$ cat config.mk
export PLATFORM = sky130hd
export DESIGN_NAME = hazard_ctrl
export DESIGN_NICKNAME = d
export VERILOG_FILES = /design/src/rtl/hazard_ctrl_pkg.sv /design/src/rtl/hazard_match.sv /design/src/rtl/hazard_ctrl.sv
export SDC_FILE = /design/constraint.sdc
export NUM_CORES = 1
export LEC_CHECK = 0
export ABC_AREA = 1
export BUFFER_PORTS_ARGS = -buffer_cell sky130_fd_sc_hd__buf_2
export CELL_PAD_IN_SITES_DETAIL_PLACEMENT = 0
export CELL_PAD_IN_SITES_GLOBAL_PLACEMENT = 2
export CORE_MARGIN = 3
export CORE_UTILIZATION = 32
export CTS_BUF_LIST = sky130_fd_sc_hd__clkbuf_2
export CTS_CLUSTER_DIAMETER = 40
export DETAILED_ROUTE_END_ITERATION = 16
export GPL_TIMING_DRIVEN = 0
export PLACE_DENSITY = 0.92
export SYNTH_ARGS = -nofsm -noshare
export SYNTH_HDL_FRONTEND = slang
export SYNTH_HIERARCHICAL = 1
export SYNTH_SLANG_ARGS = --single-unit
$ cat constraint.sdc
create_clock -name clock -period 2.4 [get_ports clock]
set_clock_uncertainty 0.05 [all_clocks]
set_input_delay 0.12 -clock clock [delete_from_list [all_inputs] [get_ports clock]]
set_output_delay 0.12 -clock clock [all_outputs]
set_load 0.01 [all_outputs]
$ cat src/rtl/hazard_ctrl_pkg.sv
// hazard_ctrl_pkg: shared types and constants for the pipeline hazard controller.
//   sb_entry_t : one scoreboard slot {valid, rd, regwr, load}
//   REG_X0     : hard-wired zero register, never a forwarding source
//   FWD_RF     : forward-select value meaning "use register file"
//   FWD_STAGE  : forward-select value for a producer sitting in stage k
package hazard_ctrl_pkg;

   typedef struct packed {
      logic       valid;
      logic [4:0] rd;
      logic       regwr;
      logic       load;
   } sb_entry_t;

   localparam logic [4:0] REG_X0 = 5'd0;
   localparam int         FWD_RF = 0;

   function automatic int FWD_STAGE(input int k);
      return k - 1;
   endfunction

endpackage

$ cat src/rtl/hazard_match.sv
// hazard_match: combinational youngest-producer search for one source register.
//   ent_i     : scoreboard, index k-1 holds stage k
//   src_i     : source register to look up
//   use_i     : the consumer actually reads src_i
//   hit_o     : a live, writing, non-x0 producer of src_i exists in stages FIRST..DEPTH
//   stage_o   : stage number of the youngest such producer
//   is_load_o : that producer is a load
module hazard_match
   import hazard_ctrl_pkg::*;
#(
   parameter int DEPTH = 3,
   parameter int FIRST = 1,
   parameter int STW   = $clog2(DEPTH + 1)
)(
   input  sb_entry_t [DEPTH-1:0] ent_i,
   input  logic [4:0]            src_i,
   input  logic                  use_i,
   output logic                  hit_o,
   output logic [STW-1:0]        stage_o,
   output logic                  is_load_o
);

   // Walk from oldest to youngest so the youngest match is written last and wins.
   always_comb begin
      hit_o     = 1'b0;
      stage_o   = '0;
      is_load_o = 1'b0;
      for (int k = DEPTH; k >= FIRST; k--) begin
         if (use_i && ent_i[k-1].valid && ent_i[k-1].regwr &&
             ent_i[k-1].rd == src_i && ent_i[k-1].rd != REG_X0) begin
            hit_o     = 1'b1;
            stage_o   = STW'(k);
            is_load_o = ent_i[k-1].load;
         end
      end
   end

endmodule

$ cat src/rtl/hazard_ctrl.sv
// hazard_ctrl: parametrised hazard controller for the RV32I pipeline.
// Tracks destination registers of DEPTH stages after ID and drives:
//   fwd_rs1_sel/fwd_rs2_sel : EX operand source, 0 = regfile, k = stage k+1
//   stall_if                : hold PC and IF/ID
//   bubble_ex               : inject an invalid entry into ID/EX (load-use)
//   flush_ifid              : clear IF/ID on a taken redirect
//   stage_valid             : bit k-1 = stage k live
//   stall_count/flush_count : saturating performance counters
// Inputs: clock, clr_n (async active-low), ID instruction fields, ex_busy,
// redirect_valid. Priority: redirect > ex_busy > load-use > normal.
module hazard_ctrl
   import hazard_ctrl_pkg::*;
#(
   parameter int DEPTH        = 3,
   parameter int LOAD_READY   = 3,
   parameter int BRANCH_STAGE = 2,
   parameter int CNT_W        = 32,
   parameter int SELW         = $clog2(DEPTH)
)(
   input  logic             clock,
   input  logic             clr_n,
   input  logic             id_valid,
   input  logic [4:0]       id_rs1,
   input  logic [4:0]       id_rs2,
   input  logic             id_use_rs1,
   input  logic             id_use_rs2,
   input  logic [4:0]       id_rd,
   input  logic             id_regwr,
   input  logic             id_load,
   input  logic             ex_busy,
   input  logic             redirect_valid,
   output logic [SELW-1:0]  fwd_rs1_sel,
   output logic [SELW-1:0]  fwd_rs2_sel,
   output logic             stall_if,
   output logic             bubble_ex,
   output logic             flush_ifid,
   output logic [DEPTH-1:0] stage_valid,
   output logic [CNT_W-1:0] stall_count,
   output logic [CNT_W-1:0] flush_count
);

   localparam int STW = $clog2(DEPTH + 1);

   sb_entry_t [DEPTH-1:0] ent_q, ent_d;
   // Source info is only needed for the EX entry (stage 1).
   logic [4:0]       ex_rs1_q, ex_rs1_d, ex_rs2_q, ex_rs2_d;
   logic             ex_use1_q, ex_use1_d, ex_use2_q, ex_use2_d;
   logic [CNT_W-1:0] stall_cnt_q, stall_cnt_d, flush_cnt_q, flush_cnt_d;

   logic           ex_hit1, ex_hit2, id_hit1, id_hit2;
   logic           ex_ld1, ex_ld2, id_ld1, id_ld2;
   logic [STW-1:0] ex_st1, ex_st2, id_st1, id_st2;
   logic           lu_rs1, lu_rs2, load_use;
   logic           unused_ex_ld;

   // EX forwarding: producers are stages 2..DEPTH.
   hazard_match #(.DEPTH(DEPTH), .FIRST(2), .STW(STW)) u_ex_rs1 (
      .ent_i(ent_q), .src_i(ex_rs1_q), .use_i(ex_use1_q & ent_q[0].valid),
      .hit_o(ex_hit1), .stage_o(ex_st1), .is_load_o(ex_ld1));
   hazard_match #(.DEPTH(DEPTH), .FIRST(2), .STW(STW)) u_ex_rs2 (
      .ent_i(ent_q), .src_i(ex_rs2_q), .use_i(ex_use2_q & ent_q[0].valid),
      .hit_o(ex_hit2), .stage_o(ex_st2), .is_load_o(ex_ld2));

   // Load-use lookup: producers are stages 1..DEPTH; a younger non-load shadows an older load.
   hazard_match #(.DEPTH(DEPTH), .FIRST(1), .STW(STW)) u_id_rs1 (
      .ent_i(ent_q), .src_i(id_rs1), .use_i(id_use_rs1),
      .hit_o(id_hit1), .stage_o(id_st1), .is_load_o(id_ld1));
   hazard_match #(.DEPTH(DEPTH), .FIRST(1), .STW(STW)) u_id_rs2 (
      .ent_i(ent_q), .src_i(id_rs2), .use_i(id_use_rs2),
      .hit_o(id_hit2), .stage_o(id_st2), .is_load_o(id_ld2));

   assign unused_ex_ld = ex_ld1 ^ ex_ld2;

   // Load at stage s forwards its data from stage s+1; too early if that is before LOAD_READY.
   assign lu_rs1   = id_hit1 && id_ld1 && (int'(id_st1) + 1 < LOAD_READY);
   assign lu_rs2   = id_hit2 && id_ld2 && (int'(id_st2) + 1 < LOAD_READY);
   assign load_use = id_valid && (lu_rs1 || lu_rs2);

   // Outputs are forced to zero while reset is asserted, even with live inputs.
   assign flush_ifid = clr_n && redirect_valid;
   assign stall_if   = clr_n && !redirect_valid && (ex_busy || load_use);
   assign bubble_ex  = clr_n && !redirect_valid && !ex_busy && load_use;

   assign fwd_rs1_sel = (clr_n && ex_hit1) ? SELW'(FWD_STAGE(int'(ex_st1))) : SELW'(FWD_RF);
   assign fwd_rs2_sel = (clr_n && ex_hit2) ? SELW'(FWD_STAGE(int'(ex_st2))) : SELW'(FWD_RF);

   assign stall_count = clr_n ? stall_cnt_q : '0;
   assign flush_count = clr_n ? flush_cnt_q : '0;

   for (genvar g = 0; g < DEPTH; g++) begin : g_sv
      assign stage_valid[g] = clr_n && ent_q[g].valid;
   end

   always_comb begin
      ent_d       = ent_q;
      ex_rs1_d    = ex_rs1_q;
      ex_rs2_d    = ex_rs2_q;
      ex_use1_d   = ex_use1_q;
      ex_use2_d   = ex_use2_q;
      stall_cnt_d = stall_cnt_q;
      flush_cnt_d = flush_cnt_q;
      if (redirect_valid) begin
         // Kill ID and everything younger than the branch; the branch itself moves on.
         ent_d[0] = '0;
         for (int k = 1; k < DEPTH; k++) begin
            ent_d[k] = ent_q[k-1];
            if (k < BRANCH_STAGE) ent_d[k].valid = 1'b0;
         end
         if (~&flush_cnt_q) flush_cnt_d = flush_cnt_q + 1'b1;
      end else if (ex_busy) begin
         // EX holds its instruction; a bubble drains into stage 2.
         ent_d[1] = '0;
         for (int k = 2; k < DEPTH; k++) ent_d[k] = ent_q[k-1];
         if (~&stall_cnt_q) stall_cnt_d = stall_cnt_q + 1'b1;
      end else if (load_use) begin
         ent_d[0] = '0;
         for (int k = 1; k < DEPTH; k++) ent_d[k] = ent_q[k-1];
         if (~&stall_cnt_q) stall_cnt_d = stall_cnt_q + 1'b1;
      end else begin
         ent_d[0].valid = id_valid;
         ent_d[0].rd    = id_rd;
         ent_d[0].regwr = id_regwr;
         ent_d[0].load  = id_load;
         ex_rs1_d       = id_rs1;
         ex_rs2_d       = id_rs2;
         ex_use1_d      = id_use_rs1;
         ex_use2_d      = id_use_rs2;
         for (int k = 1; k < DEPTH; k++) ent_d[k] = ent_q[k-1];
      end
   end

   always_ff @(posedge clock or negedge clr_n) begin
      if (!clr_n) begin
         ent_q       <= '0;
         ex_rs1_q    <= '0;
         ex_rs2_q    <= '0;
         ex_use1_q   <= 1'b0;
         ex_use2_q   <= 1'b0;
         stall_cnt_q <= '0;
         flush_cnt_q <= '0;
      end else begin
         ent_q       <= ent_d;
         ex_rs1_q    <= ex_rs1_d;
         ex_rs2_q    <= ex_rs2_d;
         ex_use1_q   <= ex_use1_d;
         ex_use2_q   <= ex_use2_d;
         stall_cnt_q <= stall_cnt_d;
         flush_cnt_q <= flush_cnt_d;
      end
   end

endmodule

==> impl.org, run 1 <==
** Place
- Routability-driven placement finished with a final weighted congestion of 0.8705.
- Number of I/O port buffers :: 96
- At the placement stage, the worst setup path has a slack of -0.4261 ns.
- Post-Place Cell Area :: 0.008488 mm^2
- Detailed placement ended at an HPWL of 17.59 mm.
- Once placement completed, the tool counted placed cells totaling 1657.

** Clock network
- Longest Clk Path Bufs :: 2
- For this design, the sink count on the clock tree is 100.
- At the later pin of the worst-skew pair, clock insertion delay measures 0.62 ns.
- TritonCTS built the clock tree.
- Root Buffer :: sky130_fd_sc_hd__clkbuf_2
- After clock tree synthesis, the clock-pin slew on the worst setup and hold paths is around 0.3 ns.
- CTS Buf Count :: 9
- Number of levels in the clock H-tree :: 3

** Drt
- Wire length on met1 :: around 11 mm
- In the detailed route, the total length drawn on met2 is around 11 mm.
- Detail-routed net length per standard cell :: 13.70 um
- For this block, the initial DRC count from the detailed router was 404.
- Number of optimization iterations in the first detailed-route pass :: 5
- In the routed layout, each cell is associated on average with a via count of roughly 4.5.
- The detail route stage leaves a number of antenna-violating nets equal to 0.
- Via count :: 7782
- Post-route DRC violation count :: 0
- In the detailed route, the total length drawn on met3 is 912 um.
- For this block, the routed nets add up to 23.78 mm of wire.
- Highest layer used for signal routing :: met4

** Synth
- Averaged over all synthesized cells, the footprint is 6.083 um^2.
- Counting every instance in the synthesized netlist gives roughly 1200.
- Number of nets in the synthesized netlist :: 1273
- Summing every instance area after synthesis gives between 0.007 and 0.008 mm^2.
- For this run, the number of Yosys warnings is 6.

** Cells and area
- Most used cells in the layout excluding fill and tap cells :: sky130_fd_sc_hd__nand2_1 (564), sky130_fd_sc_hd__inv_1 (158), sky130_fd_sc_hd__nor2_1 (138), sky130_fd_sc_hd__buf_2 (93), sky130_fd_sc_hd__dfrtp_1 (87)
- Fraction of layout instances using a drive strength above 1 :: 0.2159
- Summing all non-filler instances in the final layout gives an area of about 0.0095 mm^2.
- Commonest non-fill, non-tap cell in the layout :: sky130_fd_sc_hd__nand2_1
- Counting the fill cells in the layout gives 2602.
- Final cell count without fillers :: 1735
- Relative to the synthesized area, the layout overhead comes to 25.81%.
- For this run, the post-layout net count is roughly 1400.
- 0 antenna diodes ended up in the layout.

** Status
- Violations in the final reports :: setup timing
- Outcome :: finished, violations left

** Worst setup path
- Reg-to-reg setup timing slack :: -0.17 ns
- Critical Path Sink Type :: output pin
- Arrival time reported for the critical path endpoint :: roughly 2.6 ns
- Cell family with most CP delay :: simple AND/OR/NAND/NOR gates
- The critical path goes through nand2_1 -> nand2_1 -> nor2_4 -> nand3_2 -> nor2_2 -> nand3_1 -> a21oi_2 -> nand3b_1 -> nand2_2 -> nand2_2 -> nand2_2 -> buf_6 -> and3_4 -> buf_6.
- Buf/Inv on CP :: 2
- Max Fanout on Critical Path :: 7
- Kind of critical path :: flip-flop to output pin
- The worst setup path is launched from a flip-flop.
- Slowest-stage cell, CP :: sky130_fd_sc_hd__dfrtp_2
- Data required time at the worst endpoint :: 2.23 ns
- For this run, the slowest stage of the critical path takes ~0.54 ns.
- Crit-path most repeated cell :: sky130_fd_sc_hd__nand2_2

** Power and ir drop
- In this run the static leakage power is 5.282 nW.
- Total design power :: 0.003837 W
- For this design the ratio of total power to cell area is around 400 mW/mm^2.
- Across the VDD grid, the largest voltage drop is 0.0001882 V.

** STA
- Upper clock frequency limit :: 365.0 MHz
- In the finished design, the share of the clock period the worst path needs comes to 1.142.
- In the final timing run, aggregate negative setup slack is -4.172 ns.
- Final setup fails :: 34
- The routed design could run at a clock period as short as 2.740 ns.
- Transition time at the pin with the least slew margin :: 0.5613 ns
- The number of hold-slack violations in the final timing report was 0.
- Setup slack on the critical path of the routed design comes to -0.3398 ns.
- Worst relative slew slack :: 0.6244
- The max-slew violation count is 0.
- Setup repair after global routing could not meet its margin everywhere.

** Floorplanning
- In this run the core area contains 55 standard-cell rows.
- Die extent in y :: between 150 and 200 um
- The die is roughly 160 um wide.
- For this configuration, the core starts out at a cell density of 0.3300.
- 98 I/O pins were placed.
- Die area :: between 0.02 and 0.03 mm^2
- Core Box Area :: 0.02298 mm^2

** Global route
- Pin count of the biggest net entering global routing :: 60
- The total overflow left after global routing is 0.
- The first global-routing pass estimated 38.34 mm of wire.
- The number of global-route vias before repair came to 7330.
- Overall fraction of global-route tracks in use :: 0.1847
- The number of antenna violations at the first check in global routing was 0.

** Job
- Across the run, the number of max-cap violations was 0.

** Worst hold path
- The worst hold path belongs to the class primary input to flip-flop.
sequential cells by signal, indices dropped and copies added, names as in the netlist:
register     flops
flush_cnt_q     32
stall_cnt_q     32
ent_q           24
ex_rs1_q         5
ex_rs2_q         5
ex_use1_q        1
ex_use2_q        1
metal layers:
layer / track usage / vias to the layer above
li1: - / 4059
met1: 0.2531 / 3575
met2: 0.3115 / 135
met3: 0.03424 / 13
met4: 0.02604 / 0
met5: 0 / -
final cells by class:
type | instances | area, um^2 | share of cell area
inverters | 179 | 674.4 | 0.07066
clock inverters | 6 | 63.81 | 0.006686
plain buffers | 23 | 175.2 | 0.01835
clock buffers | 10 | 50.05 | 0.005244
flip-flops and latches | 100 | 2519 | 0.2639
repair buffers | 161 | 1279 | 0.1340
well taps | 313 | 391.6 | 0.04103
multi-input cells | 943 | 4392 | 0.4601
what timing repair did:
item,4_1_cts,5_1_grt
cloned,1,2
hold endpoints to repair,177,0
hold buffers,33,0
setup buffers,16,12
gates resized for setup,38,57
setup endpoints to repair,124,57
pin swaps,7,14
power by group:
part | internal, W | total [W] | switching (W)
combinational | 0.000404 | 0.000943 | 0.000539
sequential | 0.00182 | 0.00200 | 0.000185
clock | 0.000246 | 0.000893 | 0.000647
total | 0.00247 | 0.00384 | 0.00137
per-stage QoR:
stage,utilization,hold slack (ns)
6_report,0.4152,0.1504
5_1_grt,0.4152,0.1055
4_1_cts,0.4040,0.08866
3_5_place_dp,0.3693,0.1199
3_3_place_gp,0.3680,0.2488
2_1_floorplan,-,-0.2256
final timing paths:
path / depth (start not counted) / end / from
worst max-delay path: 14 / stall_if / ent_q[19]
worst min register to register: 0 / ent_q[16] / ent_q[8]
worst min-delay path: 3 / ent_q[15] / ex_busy
max in group asynchronous: 9 / ent_q[13] / clr_n
min in group asynchronous: 9 / flush_cnt_q[18] / clr_n
worst max register to register: 20 / stall_cnt_q[11] / ent_q[19]
worst reg2reg max path: stages (launching register included):
cell and delay (ns):
sky130_fd_sc_hd__dfrtp_2 0.54, sky130_fd_sc_hd__nand2_1 0.09, sky130_fd_sc_hd__nand2_1 0.08, sky130_fd_sc_hd__nor2_4 0.09
sky130_fd_sc_hd__nand3_2 0.11, sky130_fd_sc_hd__nor2_2 0.09, sky130_fd_sc_hd__nand3_1 0.09, sky130_fd_sc_hd__a21oi_2 0.14
sky130_fd_sc_hd__nand3b_1 0.11, sky130_fd_sc_hd__nand2_2 0.11, sky130_fd_sc_hd__nand2_2 0.07, sky130_fd_sc_hd__nand2_2 0.07
sky130_fd_sc_hd__buf_6 0.09, sky130_fd_sc_hd__buf_4 0.10, sky130_fd_sc_hd__buf_8 0.12, sky130_fd_sc_hd__nand2_4 0.06
sky130_fd_sc_hd__nor2_4 0.15, sky130_fd_sc_hd__buf_6 0.14, sky130_fd_sc_hd__buf_6 0.13, sky130_fd_sc_hd__nand2_4 0.05
sky130_fd_sc_hd__nand2_2 0.06
No activity file was read; power rests on OpenSTA's default activity.
==> run 2, diff against run 1 <==
- CORE_MARGIN: 3 -> 2
- GPL_TIMING_DRIVEN: 0 -> unset
==> run 2 against run 1 <==
Compared with the run above: the run still ends with setup timing left; largest cell class unchanged; non-clock buffer count down 13; highest routed layer unchanged; via count fell by 1.0%; die area down 2.5%.
==> impl.org, run 2 (same netlist as run 1, synthesis figures left out) <==
** Floorplanning
- The initial core utilization is 0.3242 (-0.005894).
- Die width :: 158.0 um (-1.3%)
- Die extent in y :: 158.0 um (-1.3%)
- The full die area is 0.02495 mm^2 (-2.5%).
- Row Count :: 56 (+1.8%)
- I/O pin count :: 98 (unchanged)
- Core Box Area :: 0.02340 mm^2 (+1.8%)

** Worst setup path
- The critical path's largest stage delay came to 0.49 ns (-0.05 ns).
- In this design, the critical path's most frequently occurring cell is sky130_fd_sc_hd__buf_4.
- Arrival time reported for the critical path endpoint :: 3.37 ns (+0.80 ns)
- Critical Path Sink Type :: flip-flop
- The largest individual stage delay along the critical path comes from the cell sky130_fd_sc_hd__dfrtp_1.
- Walking the worst path, the cells encountered are inv_1 -> nor2_1 -> nand2_1 -> nor2_2 -> nand3_2 -> o21ai_2 -> inv_2 -> a21oi_2 -> nand3b_1 -> nand2_2 -> buf_4 -> buf_4 -> buf_4 -> buf_4 -> buf_4 -> buf_4 -> buf_4 -> buf_4 -> buf_4 -> buf_4 -> o22ai_2.
- The worst setup path is of the flip-flop to flip-flop kind.
- The required time at the worst-slack endpoint is 2.94 ns (+0.71 ns).
- Max Fanout on Critical Path :: 5 (-2)
- Critical path launch point type :: flip-flop

** Cells and area
- Registers with the most flip-flops :: flush_cnt_q x32, stall_cnt_q x32, ent_q x24
- Fraction of layout instances using a drive strength above 1 :: 0.2065 (-0.009364)
- Commonest non-fill, non-tap cell in the layout :: sky130_fd_sc_hd__nand2_1
- The top cell types in the final layout, fill and taps aside, are sky130_fd_sc_hd__nand2_1 (583), sky130_fd_sc_hd__inv_1 (153), sky130_fd_sc_hd__nor2_1 (139), sky130_fd_sc_hd__buf_2 (95), sky130_fd_sc_hd__dfrtp_1 (91).
- Final cell count without fillers :: 1728 (-0.40%)
- The number of diodes is 0 (unchanged).
- The net count of the finished layout was 1430 (-0.90%).
- P&R area growth vs syn :: 22.65%

** STA
- Transition time at the pin with the least slew margin :: 0.4756 ns (-0.08569 ns)
- Final worst setup slack :: -0.4241 ns (-0.08433 ns)
- The number of setup violations in the final report is 30 (-12%).
- The normalized max-slew margin came to 0.6829 (+0.05851).
- Setup tns final :: -2.102 ns (+2.070 ns)
- The final period utilization was 1.177 (+0.03514).
- Worst Hold Slack :: 0.04714 ns (-0.1033 ns)
- The minimum clock period came to 2.824 ns (+0.08433 ns).
- Unrepaired setup endpoints after global routing :: yes
- The number of hold-slack violations in the final timing report came to 0 (unchanged).
- Total count of max-transition violations in the final report :: 0 (unchanged)
- Upper clock frequency limit :: 354.1 MHz (-3.0%)

** Place
- Place WS :: 0.03196 ns (+0.4581 ns)
- The cell count after placement is 1667 (+0.60%).
- The detailed-placement wirelength estimate came to 16.83 mm (-4.3%).
- Global placer's final weighted congestion :: 0.8617 (-1.0%)
- The number of buffers inserted by port buffering came to 97 (+1.0%).

** Worst hold path
- The tightest min-delay check is of the primary input to asynchronous set/reset pin type.

** Drt
- Number of design-rule violations left by the first detailed-router iteration :: 433 (+7.2%)
- Sum of routed wire length over all layers :: 22.70 mm (-4.5%)
- The first-pass iteration count of the detailed router was 5 (unchanged).
- Post-route DRC violation count :: 0 (unchanged)
- The detailed-route via count was 7703 (-1.0%).
- Post-route antenna net violation count :: 0 (unchanged)
- The ratio of routed vias to standard cells came to 4.458 (-0.61%).
- Detail-routed net length per standard cell :: 13.14 um (-4.1%)

** Global route
- Overall fraction of global-route tracks in use :: 0.1829 (-0.001858)
- Number of antenna violations at the first check in global routing :: 0 (unchanged)
- Number of global-route vias before repair :: 6974 (-4.9%)
- Global-route wire length before repair :: 36.01 mm (-6.1%)
- Pin count of the biggest net entering global routing :: 53 (-12%)
- Overall overflow remaining after global route :: 0 (unchanged)

** Clock network
- CTS tree :: yes
- Longest Clk Path Bufs :: 2 (unchanged)
- Clock tree synthesis selected as its root buffer the cell sky130_fd_sc_hd__clkbuf_2.
- CTS Buf Count :: 9 (unchanged)
- The clock insertion delay at the later pin of the skew report came to 0.65 ns (+0.03 ns).
- The sink count of the clock tree came to 100 (unchanged).
- The maximum level of the CTS H-tree came to 3 (unchanged).
- The clock slew seen by the registers of the worst setup and hold paths was 0.33 ns (+0.03 ns).

** Power and ir drop
- The worst supply voltage drop on vdd is 0.0002294 V (+22%).
- Total power density per cell area :: 406.4 mW/mm^2 (+1.1%)
- Total design power :: 0.003781 W (-1.5%)
- The reported leakage power came to 5.185 nW (-1.9%).

** Status
- The checks that failed: setup timing.
- The run finished, with violations left.

** Job
- Count of maximum capacitance violations :: 0 (unchanged)
## run 2: cell count changes in the layout (fill, tap and decap cells not counted), sizes merged
| cell | previous run | this run |
|---|---|---|
| buf | 150 | 147 |
| bufinv | 1 | 0 |
| clkbuf | 19 | 9 |
| clkinvlp | 1 | 2 |
| dlygate4sd3 | 25 | 24 |
| inv | 180 | 181 |
## run 2: path summary, 6_finish.rpt
path	from	end	slack, ns	depth (start not counted)
worst max register to register	ent_q[9]	ent_q[7]	-0.42	21
min in group clock	id_rd[3]	ent_q[5]	0.15	4
worst max-delay path	ent_q[9]	ent_q[7]	-0.42	21
worst min-delay path	clr_n	ex_rs1_q[3]	0.05	3
max in group asynchronous	clr_n	stall_cnt_q[20]	1.88	3
worst min register to register	ent_q[8]	ent_q[16]	0.42	0
## run 2: timing repair
item / in CTS / in global routing
pin swaps: 8 / 8
gates resized for setup: 31 / 34
hold endpoints to repair: 138 / 22
hold buffers: 24 / 1
setup endpoints to repair: 29 / 55
setup buffers: 13 / 6
cloned: 1 / 0
## run 2: cell type report
type	instances	area, um^2
fillers	2648	14100
repair buffers	171	1242
well taps	319	399.1
clock inverters	7	71.32
clock buffers	9	45.04
flip-flops and latches	100	2514
multi-input cells	943	4358
inverters	179	674.4
## run 2: layer usage
| layer | vias to the layer above | GRT usage | routed length [um] |
|---|---|---|---|
| met2 | 104 | 0.2961 | 10490 |
| met3 | 18 | 0.02108 | 627 |
| met4 | 0 | 0.04333 | 231 |
| li1 | 4032 | - | - |
| met1 | 3549 | 0.2608 | 11350 |
| met5 | - | 0 | 0 |
## run 2: through the flow
stage	instance area [um^2]	util
CTS	9153	0.3911
floorplan	7586	-
global placement	8576	0.3664
global route	9304	0.3976
detailed placement	8576	0.3664
finish	9304	0.3976
## run 2: power by group
| group | leakage, nW | internal [W] | switching, W |
|---|---|---|---|
| combinational | 3.79 | 0.000370 | 0.000541 |
| sequential | 1.33 | 0.00182 | 0.000178 |
| clock | 0.0649 | 0.000166 | 0.000709 |
## run 2: worst max-delay path, delay by kind of cell (launching register included)
kind,cells,cell delay [ns]
AO/OA/AOI/OAI,3,0.25
buffers and inverters,12,1.31
flip-flops,1,0.49
AND/OR/NAND/NOR,6,0.67
